===== src/rtl/rsa_regs_pkg.sv =====
// Register map constants, STATUS/CTRL bit positions and FSM state type shared by
// the RSA register controller and its command FSM.
package rsa_regs_pkg;

    localparam int ADDR_STATUS = 0;
    localparam int ADDR_CTRL   = 1;
    localparam int ADDR_SPARE  = 2;
    localparam int P_BASE      = 4;

    // Operand regions follow P_BASE back to back, NW words each
    localparam int REG_P     = 0;
    localparam int REG_E     = 1;
    localparam int REG_M     = 2;
    localparam int REG_CONST = 3;
    localparam int REG_C     = 4;
    localparam int N_OPS     = 4;

    localparam int STS_BUSY   = 0;
    localparam int STS_DONE   = 1;
    localparam int STS_WR_ERR = 2;
    localparam int STS_ABORT  = 3;

    localparam int CTRL_START  = 0;
    localparam int CTRL_STOP   = 1;
    localparam int CTRL_CLR    = 2;
    localparam int CTRL_IRQ_EN = 3;

    typedef enum logic {IDLE, BUSY} rsa_state_t;

    function automatic int word_addr(input int region, input int nw, input int k);
        return P_BASE + region * nw + k;
    endfunction

endpackage


===== src/rtl/rsa_cmd_fsm.sv =====
// Command FSM for the RSA core: start/stop pulses, busy state and the sticky
// done / wr_err / abort flags.
module rsa_cmd_fsm
    import rsa_regs_pkg::*;
(
    input  logic clk,
    input  logic rst,
    input  logic ena_i,
    input  logic ctrl_wr_i,
    input  logic start_i,
    input  logic stop_i,
    input  logic clr_i,
    input  logic op_wr_i,
    input  logic eoc_i,
    output logic busy_o,
    output logic done_o,
    output logic wr_err_o,
    output logic abort_o,
    output logic cap_o,
    output logic rsa_start_o,
    output logic rsa_stop_o
);

    rsa_state_t state_q, state_d;
    logic start_q, start_d, stop_q, stop_d;
    logic done_q, done_d, wr_err_q, wr_err_d, abort_q, abort_d;

    always_ff @(posedge clk or posedge rst) begin
        if (rst) begin
            state_q  <= IDLE;
            start_q  <= 1'b0;
            stop_q   <= 1'b0;
            done_q   <= 1'b0;
            wr_err_q <= 1'b0;
            abort_q  <= 1'b0;
        end else begin
            state_q  <= state_d;
            start_q  <= start_d;
            stop_q   <= stop_d;
            done_q   <= done_d;
            wr_err_q <= wr_err_d;
            abort_q  <= abort_d;
        end
    end

    always_comb begin
        state_d  = state_q;
        start_d  = 1'b0;
        stop_d   = 1'b0;
        done_d   = done_q;
        wr_err_d = wr_err_q;
        abort_d  = abort_q;
        cap_o    = 1'b0;
        if (ena_i) begin
            // clr is applied first so any flag set below in the same cycle wins
            if (ctrl_wr_i && clr_i) begin
                done_d   = 1'b0;
                wr_err_d = 1'b0;
                abort_d  = 1'b0;
            end
            case (state_q)
                IDLE: begin
                    if (ctrl_wr_i && start_i && !stop_i) begin
                        start_d = 1'b1;
                        done_d  = 1'b0;
                        abort_d = 1'b0;
                        state_d = BUSY;
                    end
                end
                BUSY: begin
                    if (eoc_i) begin
                        cap_o   = 1'b1;
                        done_d  = 1'b1;
                        state_d = IDLE;
                    end else if (ctrl_wr_i && stop_i) begin
                        stop_d  = 1'b1;
                        abort_d = 1'b1;
                        state_d = IDLE;
                    end
                    if ((ctrl_wr_i && start_i && !stop_i) || op_wr_i) begin
                        wr_err_d = 1'b1;
                    end
                end
                default: state_d = IDLE;
            endcase
        end
    end

    assign busy_o      = (state_q == BUSY);
    assign done_o      = done_q;
    assign wr_err_o    = wr_err_q;
    assign abort_o     = abort_q;
    assign rsa_start_o = start_q & ena_i;
    assign rsa_stop_o  = stop_q & ena_i;

endmodule


===== src/rtl/rsa_reg_ctrl.sv =====
// Register bank between the spireg port and the RSA core: operand storage with
// write lock, result capture, read mux and registered interrupt.
module rsa_reg_ctrl
    import rsa_regs_pkg::*;
#(
    parameter int REG_W  = 8,
    parameter int WIDTH  = 8,
    parameter int ADDR_W = 4
) (
    input  logic              clk,
    input  logic              rst,
    input  logic              ena,
    input  logic [ADDR_W-1:0] reg_addr,
    input  logic [REG_W-1:0]  reg_wdata,
    input  logic              reg_wr_vld,
    output logic [REG_W-1:0]  reg_rdata,
    output logic              rsa_start,
    output logic              rsa_stop,
    output logic [WIDTH-1:0]  rsa_p,
    output logic [WIDTH-1:0]  rsa_e,
    output logic [WIDTH-1:0]  rsa_m,
    output logic [WIDTH-1:0]  rsa_const,
    input  logic [WIDTH-1:0]  rsa_c,
    input  logic              rsa_eoc,
    output logic              irq,
    output logic [REG_W-1:0]  spare
);

    localparam int NW = WIDTH / REG_W;

    if ((WIDTH % REG_W) != 0 || (P_BASE + 5 * NW) > (2 ** ADDR_W)) begin : g_param_err
        $error("rsa_reg_ctrl: WIDTH must be a multiple of REG_W and the map must fit ADDR_W");
    end

    logic [WIDTH-1:0] op_q [N_OPS];
    logic [WIDTH-1:0] op_d [N_OPS];
    logic [WIDTH-1:0] c_q, c_d;
    logic [REG_W-1:0] spare_q, spare_d;
    logic             irq_en_q, irq_en_d, irq_q, irq_d;
    logic             wr, ctrl_wr, op_hit, op_wr;
    logic             busy, done, wr_err, abort, cap;
    logic [REG_W-1:0] status;

    assign wr      = ena & reg_wr_vld;
    assign ctrl_wr = wr && (reg_addr == ADDR_W'(ADDR_CTRL));
    assign op_wr   = wr & op_hit;

    rsa_cmd_fsm u_fsm (
        .clk        (clk),
        .rst        (rst),
        .ena_i      (ena),
        .ctrl_wr_i  (ctrl_wr),
        .start_i    (reg_wdata[CTRL_START]),
        .stop_i     (reg_wdata[CTRL_STOP]),
        .clr_i      (reg_wdata[CTRL_CLR]),
        .op_wr_i    (op_wr),
        .eoc_i      (rsa_eoc),
        .busy_o     (busy),
        .done_o     (done),
        .wr_err_o   (wr_err),
        .abort_o    (abort),
        .cap_o      (cap),
        .rsa_start_o(rsa_start),
        .rsa_stop_o (rsa_stop)
    );

    always_comb begin
        op_d     = op_q;
        c_d      = cap ? rsa_c : c_q;
        spare_d  = spare_q;
        irq_en_d = irq_en_q;
        op_hit   = 1'b0;
        if (ctrl_wr) irq_en_d = reg_wdata[CTRL_IRQ_EN];
        if (wr && reg_addr == ADDR_W'(ADDR_SPARE)) spare_d = reg_wdata;
        // Operand writes are only accepted while the core is idle
        for (int r = 0; r < N_OPS; r++) begin
            for (int k = 0; k < NW; k++) begin
                if (reg_addr == ADDR_W'(word_addr(r, NW, k))) begin
                    op_hit = 1'b1;
                    if (wr && !busy) op_d[r][k*REG_W +: REG_W] = reg_wdata;
                end
            end
        end
        irq_d = irq_en_q & (done | abort);
    end

    always_ff @(posedge clk or posedge rst) begin
        if (rst) begin
            for (int r = 0; r < N_OPS; r++) op_q[r] <= '0;
            c_q      <= '0;
            spare_q  <= '0;
            irq_en_q <= 1'b0;
            irq_q    <= 1'b0;
        end else if (ena) begin
            op_q     <= op_d;
            c_q      <= c_d;
            spare_q  <= spare_d;
            irq_en_q <= irq_en_d;
            irq_q    <= irq_d;
        end
    end

    always_comb begin
        status             = '0;
        status[STS_BUSY]   = busy;
        status[STS_DONE]   = done;
        status[STS_WR_ERR] = wr_err;
        status[STS_ABORT]  = abort;
        reg_rdata = '0;
        if (reg_addr == ADDR_W'(ADDR_STATUS)) reg_rdata = status;
        if (reg_addr == ADDR_W'(ADDR_CTRL))   reg_rdata[CTRL_IRQ_EN] = irq_en_q;
        if (reg_addr == ADDR_W'(ADDR_SPARE))  reg_rdata = spare_q;
        for (int k = 0; k < NW; k++) begin
            for (int r = 0; r < N_OPS; r++) begin
                if (reg_addr == ADDR_W'(word_addr(r, NW, k))) reg_rdata = op_q[r][k*REG_W +: REG_W];
            end
            if (reg_addr == ADDR_W'(word_addr(REG_C, NW, k))) reg_rdata = c_q[k*REG_W +: REG_W];
        end
    end

    assign rsa_p     = op_q[REG_P];
    assign rsa_e     = op_q[REG_E];
    assign rsa_m     = op_q[REG_M];
    assign rsa_const = op_q[REG_CONST];
    assign irq       = irq_q;
    assign spare     = spare_q;

endmodule

===== config.mk =====
export PLATFORM = sky130hd
export DESIGN_NAME = rsa_reg_ctrl
export DESIGN_NICKNAME = d
export VERILOG_FILES = /design/src/rtl/rsa_regs_pkg.sv /design/src/rtl/rsa_cmd_fsm.sv /design/src/rtl/rsa_reg_ctrl.sv
export SDC_FILE = /design/constraint.sdc
export NUM_CORES = 1
export LEC_CHECK = 0
export BUFFER_PORTS_ARGS = -buffer_cell sky130_fd_sc_hd__buf_2
export CORE_MARGIN = 3
export CORE_UTILIZATION = 47
export DETAILED_ROUTE_END_ITERATION = 8
export PLACE_DENSITY = 0.87
export SETUP_SLACK_MARGIN = 0.2
export SLEW_MARGIN = 0
export SYNTH_ARGS = -nofsm -noshare
export SYNTH_HDL_FRONTEND = slang
export SYNTH_SLANG_ARGS = --single-unit

===== constraint.sdc =====
create_clock -name clk -period 1.8 [get_ports clk]
set_input_delay 0 -clock clk [delete_from_list [all_inputs] [get_ports clk]]
set_output_delay 0 -clock clk [all_outputs]
set_load 0.005 [all_outputs]

[Word-level counts from Yosys, hierarchy flattened]
Cells that the tools add are included.
Word-level totals
  bits in registers: 56
  input bits: 25
  output and inout bits: 51
  logic and storage cells: 83
Operators by class
  equal/unequal tests: 7
  mux-type cells: 37
  bitwise gates (word level): 7
  reductions and logical operators: 18
Operators with widths (count)
  two-way mux 8 bit: 6
  two-way mux 1 bit: 27
  == test 4 x 3 -> 1 bit, second input constant: 4
  AND reduction 3 bit: 4
  logical AND 1 bit: 7
  one-hot mux 1 bit (2 select lines): 3
  AND reduction 2 bit: 3
  AND 1 bit: 5
  == test 4 x 1 -> 1 bit, second input constant: 1
  == test 4 x 2 -> 1 bit, second input constant: 1
  == test 4 bit, second input constant: 1
  zero test 4 bit: 1
  two-way mux 4 bit: 1
  zero test 1 bit: 2
  logical OR 1 bit: 1
  NOT 1 bit: 1
  OR 1 bit: 1

[Logic depth before layout (Yosys ltp)]
  depth after elaboration: 9
  depth in mapped cells: 7
  gate-level depth less buffers: 4

[Cells and area by module]
A second synthesis with hierarchy kept.
Unflattened totals
  cell total of the unflattened synthesis: 230
  area, all modules: 2727.6 µm²
By module, submodules not included
  rsa_reg_ctrl: times used 1, cells an instance 204, area each 2448.6 µm², seq. area each 1251.2 µm²
  rsa_cmd_fsm: times used 1, cells an instance 26, area each 279.0 µm², seq. area each 150.1 µm²

[Least setup slack after synthesis]
Ideal clock, no wire load.
  kind: flip-flop to flip-flop
  start: register u_fsm.state_q (netlist: u_fsm.busy_o)
  end: register op_q, in the netlist rsa_p[0]
  library setup time: 0.125 ns
  arrival: 1.628 ns
  required time: 1.675 ns
  setup slack: 0.046 ns
  stages on the path, launching flop included: 5
  buffers on the path: 1
  period minus slack after synthesis: 1.754 ns
  cells stage by stage: dfrtp_1 > or3b_4 > or3_1 > buf_6 > mux2_4
Between the ends
  cells in the longest elaborated chain, start to end: 3
Ends and longest elaborated chain
  from (decl): RTL line rsa_cmd_fsm.sv:24  | rsa_state_t state_q, state_d;
  from (signal assigned): RTL line rsa_cmd_fsm.sv:37  | state_q <= state_d;
  zero test 1 bit: RTL line rsa_reg_ctrl.sv:80  | if (wr && !busy) op_d[r][k*REG_W +: REG_W] = reg_wdata;
  logical AND 1 bit: RTL line rsa_reg_ctrl.sv:80
  AND reduction 3 bit (no line)
  to (signal assigned): RTL line rsa_reg_ctrl.sv:95  | op_q <= op_d;
  to (decl): RTL line rsa_reg_ctrl.sv:35  | logic [WIDTH-1:0] op_q [N_OPS];
No other way between the ends.
A chain may end at the register's enable or synchronous reset.

[Worst setup path after layout]
  start: register u_fsm.state_q (netlist: u_fsm.busy_o)
  end: register op_q, in the netlist rsa_p[3]
The elaborated chain is that of the path after synthesis.

==> impl_results.md <==
* Htree depth at 2
* Die Area at 6880 sq um
* Most frequent cells in the layout: buf_2, dfrtp_1, mux2_2, buf_4, nand2_1
* Cell Area, Synth at 2780 sq um
* Cell row count at 27
* Number of flops mapped to enable cells by yosys at 0
* Placed cells at 387
* CTS clock-pin slew for the worst setup and hold paths at approximately 0.10 ns
* Num ports at 76
* Outcome: completed
* Part of the cycle the worst path needs at 0.943
* RSZ-0062 raised after global routing: true
* Hold slack at 0.0433 ns
* First-pass GRT wire length at between 10 and 15 mm
* GP Congestion at between 0.8 and 0.9
* Register share of total power at 0.512
* Mean post-synth cell area at 12.2 sq um
* Sw frac at 0.294
* N_diodes at 0
* Sw power at 1040 uW
* Setup TNS at 0 ns
* Synth Warn # at 0
* Max VDD drop at 0.398 mV
* Placed instance area at 3390 sq um
* Via density at 5.51
* Worst-Margin Slew at 0.512 ns
* Core Area at 5610 sq um
* Fin nets at 366
* First-pass DRT Iterations at 4
* Post-Route WL at 7.53 mm
* Vias at 2277
* Root buf cell: clkbuf_8
* Clk sink count at 56
* Worst Hold Class: primary input to register
* Mapped Cells at about 230
* Total power at about 3500 uW
* Max Clk Rate at between 0.5 and 0.6 GHz
* Slew headroom at 0.658
* Post-route cell area at 3700 sq um
* Number of port buffers at 75
* HPWL Detailed at 5.49 mm
* Area leader, netlist: dfrtp_1
* Die Width at 82.9 um
* CP Class: register to register
* DRC violations left at 0
* Synth area leaders: dfrtp_1, mux2_2, mux2_4
* Seq/Total Area, Yosys at 0.504
* Syn-to-layout area delta at 33.0%
* Critical path arrival at 1.90 ns
* Synthesized net count at 253
* Vias in the first global route at approximately 2400
* Die Y at 82.9 um
* Most common cell after layout, fill and taps aside: buf_2
* Crit path required time at between 2 and 2.5 ns
* Yosys top cell area share at 0.504
* Combinational cell fraction of total power at 0.278
* Total gr overflow at 0
* Final hold violations at 0
* Max FO, Critical Path at 8
* Yosys reg bits at 56
* Share of post-route cells with drive strength above 1 at 0.504
* Non-Filler Instances at slightly above 400
* GRT Util Overall at 0.224
* Power per standard cell area at 957 nW/um^2
* CTS Buffer Depth at 2
* WL/cell at 18.2 um
* Final clock skew at 0.00581 ns
* Initial core utilization at 0.496
* Post-synthesis cell type count at 47
* Max-slew violation total from the final report at 0
* TritonCTS clock tree: yes
* Internal Power at 2500 uW
* Share of synthesized flip-flops with an asynchronous set or reset at 1.00
* Pin count of the biggest net entering global routing at 36
* Crit path launch type: register
* Clock power frac at 0.210
* Main synth FF type: dfrtp_1
* Minimum clock period at approximately 1.7 ns
* Worst setup EP type: register
* TritonCTS buffer count at 5
* Post-DRT Antenna Nets at 0
* Final setup violation count at 0
* Maxcap violations at 0
* 1st-iter DRT viols at 187
* Initial antenna violation count at 0
* Pleak at 0.00188 uW
* Latest clock arrival within the worst-skew pair at 0.31 ns
[synthesized netlist by cell type, drive strengths merged (3+ instances only)]
cell type   n
a211o       3
a221oi      3
a22oi       3
and2        4
buf         5
clkbuf      6
dfrtp      56
inv         7
mux2       48
mux2i       8
nand2      19
nand3       3
nor2        9
nor2b       4
nor3b       4
o21ai      13
o21bai      3
o2bb2ai     3
[power groups by stage]
stage / registers [uW] / logic [uW] / clock network [uW]
floorplan: 1800 / 508 / 0
global placement: 1820 / 895 / 0
detailed placement: 1840 / 937 / 0
CTS: 1820 / 983 / 752
global route: 1850 / 1080 / 811
finish: 1810 / 985 / 744
[final timing paths]
check | endpoint | slack (ns) | depth (start not counted) | startpoint
worst max-delay path | rsa_p[3] | 0.10 | 3 | u_fsm.busy_o
max in group asynchronous | u_fsm.busy_o | 0.97 | 4 | rst
worst max register to register | rsa_p[3] | 0.10 | 3 | u_fsm.busy_o
worst min register to register | u_fsm.abort_o | 0.51 | 1 | u_fsm.abort_o
min in group asynchronous | c_q[6] | 0.25 | 3 | rst
worst min-delay path | rsa_m[2] | 0.04 | 2 | reg_wdata[2]
[cell type report]
class                      count  area [sq um]
clock buffer                   7          96.3
fill                         422          1910
inverter                       7          26.3
multi-input combinational    154          1340
sequential                    56          1400
tap                           72          90.1
timing repair buffer         117           752
[cell families after synthesis]
kind of cell           synth area share
muxes                             0.234
DFF                               0.504
and+or+nand+nor                   0.118
AOI/OAI and AO/OA                 0.114
buffers and inverters            0.0306
[critical path: stages, from the launching register on]
cell	delay (ns)
dfrtp_2	0.42
or3b_4	0.41
or3_4	0.44
mux2_4	0.33
[repair_timing]
action | CTS | global route
endpoints found under the setup margin | 21 | 40
pin swaps | 1 | 2
hold buffers | 15 | 0
buffers inserted | 1 | 3
gates resized for setup | 5 | 6
endpoints found under the hold margin | 46 | 0
[state kept, by name, indices dropped and copies added (netlist names)]
signal / flops
c_q: 8
rsa_const: 8
rsa_e: 8
rsa_m: 8
rsa_p: 8
spare: 8
irq: 1
irq_en_q: 1
u_fsm.abort_o: 1
u_fsm.busy_o: 1
u_fsm.done_o: 1
u_fsm.start_q: 1
u_fsm.stop_q: 1
u_fsm.wr_err_o: 1
[metal layers]
layer / GRT usage / vias up / routed length [um]
li1: - / 1053 / -
met1: 0.287 / 1130 / 3190
met2: 0.369 / 78 / 3710
met3: 0.0625 / 16 / 464
met4: 0.0698 / 0 / 167
met5: 0 / - / 0
[through the flow]
step | util | worst slack (ns)
after floorplan | - | 0.0793
after global placement | 0.604 | -0.00123
after detailed placement | 0.604 | -0.0473
after CTS | 0.653 | 0.112
after global routing | 0.660 | 0.0823
final | 0.660 | 0.103
Power figures use the tool's default switching activity.
